$ cat src/rtl/adc_osr_mc_if.sv
// Sample/result bus of the multi-channel ADC oversampler: tagged sample input,
// valid/ready result output, soft restart and sticky overrun status.
interface adc_osr_mc_if #(
  parameter int DATA_W   = 10,
  parameter int OUT_W    = 16,
  parameter int CHANNELS = 4,
  parameter int CH_W     = (CHANNELS > 1) ? $clog2(CHANNELS) : 1
);
  logic [2:0]        osr_mode_in;
  logic              in_valid;
  logic [CH_W-1:0]   in_channel;
  logic [DATA_W-1:0] in_data;
  logic              soft_clr;
  logic              out_valid;
  logic              out_ready;
  logic [CH_W-1:0]   out_channel;
  logic [OUT_W-1:0]  out_data;
  logic              overrun;
  logic              overrun_clr;

  modport master (
    output osr_mode_in, in_valid, in_channel, in_data, soft_clr, out_ready, overrun_clr,
    input  out_valid, out_channel, out_data, overrun
  );

  modport slave (
    input  osr_mode_in, in_valid, in_channel, in_data, soft_clr, out_ready, overrun_clr,
    output out_valid, out_channel, out_data, overrun
  );
endinterface

$ cat src/rtl/adc_osr_mc.sv
// Multi-channel ADC oversampler: sums 4**N samples per channel and emits one
// left-justified DATA_W+N bit result per burst through a single-entry output register.
module adc_osr_mc #(
  parameter int DATA_W   = 10,
  parameter int OUT_W    = 16,
  parameter int CHANNELS = 4,
  parameter int MAX_LOG4 = 4
) (
  input  logic          clk,
  input  logic          rst,
  adc_osr_mc_if.slave   bus
);
  localparam int CH_W  = (CHANNELS > 1) ? $clog2(CHANNELS) : 1;
  localparam int ACC_W = DATA_W + 2 * MAX_LOG4;
  localparam int CNT_W = 2 * MAX_LOG4;

  logic [ACC_W-1:0]  r_acc  [CHANNELS];
  logic [CNT_W-1:0]  r_cnt  [CHANNELS];
  logic [2:0]        r_mode [CHANNELS];
  logic              r_out_valid;
  logic [CH_W-1:0]   r_out_channel;
  logic [OUT_W-1:0]  r_out_data;
  logic              r_overrun;

  logic              w_accept;
  logic              w_first;
  logic [2:0]        w_eff_mode;
  logic [2:0]        w_mode;
  logic [CNT_W-1:0]  w_cur_cnt;
  logic [ACC_W-1:0]  w_sum;
  logic              w_last;
  logic              w_load;
  logic              w_drop;

  function automatic logic [CNT_W-1:0] last_cnt(input logic [2:0] m);
    logic [CNT_W:0] t;
    t = ({{CNT_W{1'b0}}, 1'b1} << {m, 1'b0}) - {{CNT_W{1'b0}}, 1'b1};
    return t[CNT_W-1:0];
  endfunction

  // Truncate the sum by N bits and park the DATA_W+N bit result at the MSBs.
  function automatic logic [OUT_W-1:0] justify(input logic [ACC_W-1:0] s, input logic [2:0] m);
    logic [ACC_W-1:0] q;
    logic [OUT_W-1:0] r;
    q = s >> m;
    r = OUT_W'(q);
    return r << (int'(OUT_W - DATA_W) - int'(m));
  endfunction

  // Decode the addressed channel's next accumulator/counter state and the completion.
  always_comb begin
    w_accept   = 1'b0;
    w_first    = 1'b0;
    w_eff_mode = 3'd0;
    w_mode     = 3'd0;
    w_cur_cnt  = {CNT_W{1'b0}};
    w_sum      = {ACC_W{1'b0}};
    w_last     = 1'b0;
    if (bus.in_valid && (int'(bus.in_channel) < CHANNELS)) begin
      w_accept = 1'b1;
      w_first  = bus.soft_clr || (r_cnt[bus.in_channel] == {CNT_W{1'b0}});
      if (int'(bus.osr_mode_in) <= MAX_LOG4) begin
        w_eff_mode = bus.osr_mode_in;
      end else begin
        w_eff_mode = 3'd0;
      end
      if (w_first) begin
        w_mode    = w_eff_mode;
        w_cur_cnt = {CNT_W{1'b0}};
        w_sum     = ACC_W'(bus.in_data);
      end else begin
        w_mode    = r_mode[bus.in_channel];
        w_cur_cnt = r_cnt[bus.in_channel];
        w_sum     = r_acc[bus.in_channel] + ACC_W'(bus.in_data);
      end
      w_last = (w_cur_cnt == last_cnt(w_mode));
    end else begin
      w_accept = 1'b0;
    end
    w_load = w_accept && w_last && (!r_out_valid || bus.out_ready);
    w_drop = w_accept && w_last && r_out_valid && !bus.out_ready;
  end

  // Per-channel accumulators, sample counters and latched burst modes.
  always_ff @(posedge clk or posedge rst) begin
    if (rst) begin
      for (int c = 0; c < CHANNELS; c++) begin
        r_acc[c]  <= {ACC_W{1'b0}};
        r_cnt[c]  <= {CNT_W{1'b0}};
        r_mode[c] <= 3'd0;
      end
    end else begin
      for (int c = 0; c < CHANNELS; c++) begin
        if (bus.soft_clr) begin
          r_acc[c] <= {ACC_W{1'b0}};
          r_cnt[c] <= {CNT_W{1'b0}};
        end
        if (w_accept && (int'(bus.in_channel) == c)) begin
          r_acc[c] <= w_sum;
          r_cnt[c] <= w_last ? {CNT_W{1'b0}} : (w_cur_cnt + {{(CNT_W-1){1'b0}}, 1'b1});
          if (w_first) begin
            r_mode[c] <= w_eff_mode;
          end
        end
      end
    end
  end

  // Single-entry result register with pop-and-load, plus sticky overrun.
  always_ff @(posedge clk or posedge rst) begin
    if (rst) begin
      r_out_valid   <= 1'b0;
      r_out_channel <= {CH_W{1'b0}};
      r_out_data    <= {OUT_W{1'b0}};
      r_overrun     <= 1'b0;
    end else begin
      if (w_load) begin
        r_out_valid   <= 1'b1;
        r_out_channel <= bus.in_channel;
        r_out_data    <= justify(w_sum, w_mode);
      end else if (r_out_valid && bus.out_ready) begin
        r_out_valid <= 1'b0;
      end
      if (w_drop) begin
        r_overrun <= 1'b1;
      end else if (bus.overrun_clr) begin
        r_overrun <= 1'b0;
      end
    end
  end

  assign bus.out_valid   = r_out_valid;
  assign bus.out_channel = r_out_channel;
  assign bus.out_data    = r_out_data;
  assign bus.overrun     = r_overrun;
endmodule

$ cat src/flat_wrapper.sv
// flat-port wrapper written by rule: the top's interface ports become plain ports
module adc_osr_mc_flat 
#(
  parameter int DATA_W   = 10,
  parameter int OUT_W    = 16,
  parameter int CHANNELS = 4,
  parameter int MAX_LOG4 = 4
)
  (clk, rst, bus_osr_mode_in, bus_in_valid, bus_in_channel, bus_in_data, bus_soft_clr, bus_out_ready, bus_overrun_clr, bus_out_valid, bus_out_channel, bus_out_data, bus_overrun);
  adc_osr_mc_if #(.DATA_W(DATA_W), .OUT_W(OUT_W), .CHANNELS(CHANNELS)) bus_i ();
  input  logic clk;
  input  logic rst;
  input wire logic [$bits(bus_i.osr_mode_in)-1:0] bus_osr_mode_in;
  input wire logic [$bits(bus_i.in_valid)-1:0] bus_in_valid;
  input wire logic [$bits(bus_i.in_channel)-1:0] bus_in_channel;
  input wire logic [$bits(bus_i.in_data)-1:0] bus_in_data;
  input wire logic [$bits(bus_i.soft_clr)-1:0] bus_soft_clr;
  input wire logic [$bits(bus_i.out_ready)-1:0] bus_out_ready;
  input wire logic [$bits(bus_i.overrun_clr)-1:0] bus_overrun_clr;
  output wire logic [$bits(bus_i.out_valid)-1:0] bus_out_valid;
  output wire logic [$bits(bus_i.out_channel)-1:0] bus_out_channel;
  output wire logic [$bits(bus_i.out_data)-1:0] bus_out_data;
  output wire logic [$bits(bus_i.overrun)-1:0] bus_overrun;
  assign bus_i.osr_mode_in = bus_osr_mode_in;
  assign bus_i.in_valid = bus_in_valid;
  assign bus_i.in_channel = bus_in_channel;
  assign bus_i.in_data = bus_in_data;
  assign bus_i.soft_clr = bus_soft_clr;
  assign bus_i.out_ready = bus_out_ready;
  assign bus_i.overrun_clr = bus_overrun_clr;
  assign bus_out_valid = bus_i.out_valid;
  assign bus_out_channel = bus_i.out_channel;
  assign bus_out_data = bus_i.out_data;
  assign bus_overrun = bus_i.overrun;
  adc_osr_mc #(.DATA_W(DATA_W), .OUT_W(OUT_W), .CHANNELS(CHANNELS), .MAX_LOG4(MAX_LOG4)) u_core (.clk(clk), .rst(rst), .bus(bus_i));
endmodule
$ cat config.mk
export PLATFORM = sky130hd
export DESIGN_NAME = adc_osr_mc_flat
export DESIGN_NICKNAME = d
export VERILOG_FILES = /design/src/rtl/adc_osr_mc_if.sv /design/src/rtl/adc_osr_mc.sv /design/src/flat_wrapper.sv
export SDC_FILE = /design/constraint.sdc
export NUM_CORES = 1
export LEC_CHECK = 0
export BUFFER_PORTS_ARGS = -buffer_cell sky130_fd_sc_hd__buf_2
export CAP_MARGIN = 15
export CORE_UTILIZATION = 25
export CTS_BUF_LIST = sky130_fd_sc_hd__clkbuf_2
export CTS_CLUSTER_SIZE = 10
export DETAILED_ROUTE_END_ITERATION = 10
export HOLD_SLACK_MARGIN = 0.06
export SLEW_MARGIN = 40
export SYNTH_ARGS = -nofsm -noshare
export SYNTH_HDL_FRONTEND = slang
export SYNTH_SLANG_ARGS = --single-unit
export TNS_END_PERCENT = 5
$ cat constraint.sdc
create_clock -name clk -period 7.4 [get_ports clk]
set_clock_uncertainty 0.1 [all_clocks]
set_input_delay 1.48 -clock clk [delete_from_list [all_inputs] [get_ports clk]]
set_output_delay 1.48 -clock clk [all_outputs]
set_load 0.02 [all_outputs]
Yosys cells after proc, flatten, opt, wreduce, memory -nomap -nowiden --
Index checks and enable logic that the tools add are counted.
Word-level totals: logic and storage cells 92, bits in registers 136
Cells by class: $add $sub $neg 4, $lt $le $gt $ge 2, reduce and logical (&&, ||, !) cells 25, multiplexer cells 37, shift operators 3, bitwise operators 1, eq/ne operators 4
Operator list (count):
- 18-bit two-way mux | 9
- 8-bit two-way mux | 11
- 18-bit binary-select mux with 2-bit select | 1
- 16-bit by 32-bit left shift with 16-bit output | 1
- 3-bit two-way mux | 7
- 18-bit by 10-bit adder with 18-bit output | 1
- 18-bit by 3-bit >> shifter with 16-bit output | 1
- 8-bit binary-select mux with 2-bit select | 1
- 2-bit nonzero test | 6
- 1-bit logical AND | 9
- 8-bit by 1-bit adder with 8-bit output, second input constant | 1
- 8-bit equality test | 1
- 8-bit zero test | 1
- 2-bit AND reduction | 4
- 1-bit by 4-bit left shift with 8-bit output, first input constant | 1
- 8-bit by 1-bit subtractor with 8-bit output, second input constant | 1
- 1-bit two-way mux | 7
- 3-bit binary-select mux with 2-bit select | 1
- 2-bit equality test, second input constant | 2
- 3-bit by 3-bit subtractor with 4-bit output, first input constant | 1
- 3-bit greater-or-equal comparator, second input constant | 1
- 3-bit less-or-equal comparator, second input constant | 1
- 2-bit NOT with 3-bit output | 1
- 2-bit by 1-bit equality test with 1-bit output, second input constant | 1
- other kinds (3) | 5

Longest topological paths before layout --
word-level depth 16, mapped depth 18

Worst setup path after synthesis --
OpenSTA, ideal clock, no wires.
path kind in2reg, from input bus_in_channel[0], to register u_core.r_out_data[11] (netlist: u_core.bus.out_data[11]), path buffers 4, data required time 7174 ps, data arrival time 6281 ps, stages on the path 18, slack 893 ps, path through buf_2 buf_2 clkbuf_1 buf_1 mux4_2 ha_1 fa_1 a21o_1 nand4_1 a21oi_1 or3_1 nand2_1 o221ai_1 and3_1 or4_1 o211a_1 and2_1 a221o_1
Between the ends: cells in the longest elaborated chain, start to end 14
RTL lines:
- start: declaration | line flat_wrapper.sv:15 | input wire logic [$bits(bus_i.in_channel)-1:0] bus_in_channel;
- 2-bit NOT with 3-bit output (implied by the code) *
- parallel branches: the longest is 13 deep, another holds 18-bit by 10-bit adder with 18-bit output
- end signal: assignment | line adc_osr_mc.sv:114 | r_out_data <= {OUT_W{1'b0}};
- end signal: assignment | line adc_osr_mc.sv:120 | r_out_data <= justify(w_sum, w_mode);
- end: declaration | line adc_osr_mc.sv:22 | logic [OUT_W-1:0] r_out_data;
Mark *: on every way between the ends. The select of a mux whose other input is x is not followed. A chain may end at the register's enable or synchronous reset.

Worst setup path in the final report --
from input bus_in_channel[1], to register u_core.r_out_data[15] (netlist: u_core.bus.out_data[15])
The elaborated chain is that of the path after synthesis.

==> metrics.txt <==
most area-hungry cell type in the Yosys netlist=dfrtp_1; Post-CTS Resized=0; critical path launch point type=input pin; most frequent cell after synthesis=o21ai_0; FMAX=between 0.15 and 0.2 GHz; postcts setup bufs=0; Critical Path Fanout Max=20; Core ar.=roughly 33000 um2; NumNets Final=about 900; hold buffers post-CTS=0; Post-synth top cells=o21ai_0, dfrtp_1, nand3_1; Max Cap Viol=0; Final GP Congestion=a little under 0.9; drt total wl=23300 um; maximum VDD drop=approximately 0.10 mV; Slew Limit Fails=0; GRT Util Overall=14.0%; top post-synthesis cells by area=dfrtp_1, o21ai_0, mux4_2; Reg clk slew, reported paths=about 170 ps; Cell variety after synth=between 70 and 80; fin crit period=around 5600 ps; Starting Density=about a quarter; Setup Crit Path Kind=input pin to flop; Leakage=~3.8 nW; grt total ovfl=0; TritonCTS clock tree=yes; hold crit path type=flop to flop; global-route wire length before repair=37300 um; WL/cell=roughly 17 um; cell mode on critical path=mux2i_1; crit path cell chain=buf_2, mux4_2, or4_1, o21ai_4, buf_4, mux2i_1, nand2_1, mux2i_1, o22ai_1, or2_1, nand2b_1, and2_0, a221o_1; vias per cell=~5.3; sequential fraction of the synthesis area=between 40 and 50%; number of port buffers=40; # setup viols final=0; Initial DRC Count=about 700; fill count=3533; pre-CTS WS=1140 ps; clock sinks=136; Fin. Hold Viols=0; Crit. End Element=flop; ys flop type=dfrtp_1; P&R area growth vs syn=10.3%; Mapped Nets=about 900; worst setup margin=approximately 1800 ps; period utilization=roughly three quarters; Avg Synthesized Cell Area=9.54 um2; Clk Latency, worst-skew pair=730 ps; slowest stage cell, crit path=or4_1; top-area cell type share of the netlist area=approximately two fifths; routed vias=between 7000 and 8000; pin count of the biggest net entering global routing=99; Syn. warnings=0; pwr/cell area=approximately 190 nW/um2; Slew HR=roughly 43%; FP Rows=between 60 and 70; vias in the first global route=between 6000 and 7000; CP Data Arrival Time=6070 ps; Root Buffer=clkbuf_2; slowest stage delay, CP=670 ps; CP required=7900 ps; H-tree lvl count=4; RSZ-0062 raised after global routing=no; post-synthesis async set-or-reset flop share=100%; DP HPWL=~16000 um; share of layout cells above drive strength 1=17.0%; Die Ht=roughly 180 um; Finished Cell Area=~9200 um2; area of the multi-input gates=between 4000 and 5000 um2; DR pass1 iterations=5; Placed Area=between 8000 and 9000 um2; Worst-Margin Slew=approximately 820 ps; # DRC=0; Yosys reg bits=136; Num CTS Buffers=17; flip-flop and latch area=around 3400 um2; Synth Instances=about 900; status=finished, final reports clean; Chip Width=about 180 um; initial antenna violation count=1; Fin Setup TNS=0 ps; Syn Std Cell Area=8340 um2; IO Pins=41; Final ANT Viol Nets=0; die area=~34000 um2; CTS Buffer Depth=2; number of synthesized flops with an enable pin=0
[placed cells by master, fill, tap and decap left out, drive strengths merged, types with 4 or more instances in the layout]
master    n
mux2i    22
xnor2    11
a221o     6
a32oi     4
or4       4
o22ai     8
o211ai    9
or3       4
and2      9
nor3     19
clkinv    8
nor2     34
o31ai     5
dfrtp   136
nand4     5
o21ai   140
nand2    49
and3      8
or2       4
mux2     20
o221ai    9
mux4     28
nand3b    5
nand3   121
a21o     12
ha       12
o31a      5
o21a      8
a21oi    31
clkbuf   18
inv       8
nand2b   14
a211oi    7
xor2      5
buf      55
[worst max-delay path, delay by kind of cell]
kind	cells	cell delay [ps]
and+or+nand+nor	5	2000
muxes	3	1300
buffers and inverters	2	680
AOI/OAI and AO/OA	3	600
[stage by stage]
step / hold WS [ps] / total power [mW] / cells / utilization (%)
after CTS: 401 / 1.77 / 1334 / 28.1
after global routing: 414 / 1.85 / 1335 / 28.1
after floorplan: 363 / 1.16 / 874 / -
after global placement: 350 / 1.29 / 1303 / 27.3
final: 389 / 1.76 / 1335 / 28.1
after detailed placement: 363 / 1.30 / 1303 / 27.4
[report_power, final]
part           internal, mW  total [mW]  leakage [nW]  switching (mW)
clock network         0.186       0.469         0.149           0.283
logic                 0.166       0.458          1.78           0.292
registers             0.798       0.830          1.85          0.0320
[metal layers]
metal	global-route usage, %	part of all wire, %
met5	0	0
met4	3.83	1.2
met3	3.40	6.3
met2	21.6	46
met1	19.4	47
[registers in the layout (all words and copies together) (netlist names)]
signal / flops
u_core.r_acc: 72
u_core.r_cnt: 32
u_core.bus.out_data: 16
u_core.r_mode: 12
u_core.bus.out_channel: 2
u_core.bus.out_valid: 1
u_core.bus.overrun: 1
[kinds of logic after synthesis]
| kind of cell | after synthesis | share of synthesized area, % |
|---|---|---|
| DFF | 136 | 40.8 |
| AOI/OAI and AO/OA | 278 | 21.2 |
| buffers and inverters | 76 | 3.80 |
| xor gates and xnor gates | 16 | 1.68 |
| adders and majority gates | 13 | 2.04 |
| and+or+nand+nor | 285 | 17.2 |
| muxes | 70 | 13.2 |
[worst paths after layout]
kind,cells past startpoint,startpoint,endpoint,slack (ps)
max reg2reg,12,u_core.r_cnt[21],u_core.bus.out_data[15],2690
min,2,u_core.bus.out_data[7],u_core.bus.out_data[7],390
min reg2reg,2,u_core.bus.out_data[7],u_core.bus.out_data[7],390
min in group asynchronous,2,rst,u_core.r_cnt[31],700
max,13,bus_in_channel[1],u_core.bus.out_data[15],1840
max in group asynchronous,3,rst,u_core.r_acc[44],5410
[cell type report]
cell class	instances	area share (%)
Antenna cell	1	0.0272
Clock buffer	18	0.980
Clock inverter	13	1.70
Inverter	8	0.381
Multi-Input combinational cell	662	50.3
Sequential cell	136	37.0
Tap cell	442	6.01
Timing Repair Buffer	55	3.62
No activity file was read; power rests on OpenSTA's default activity.
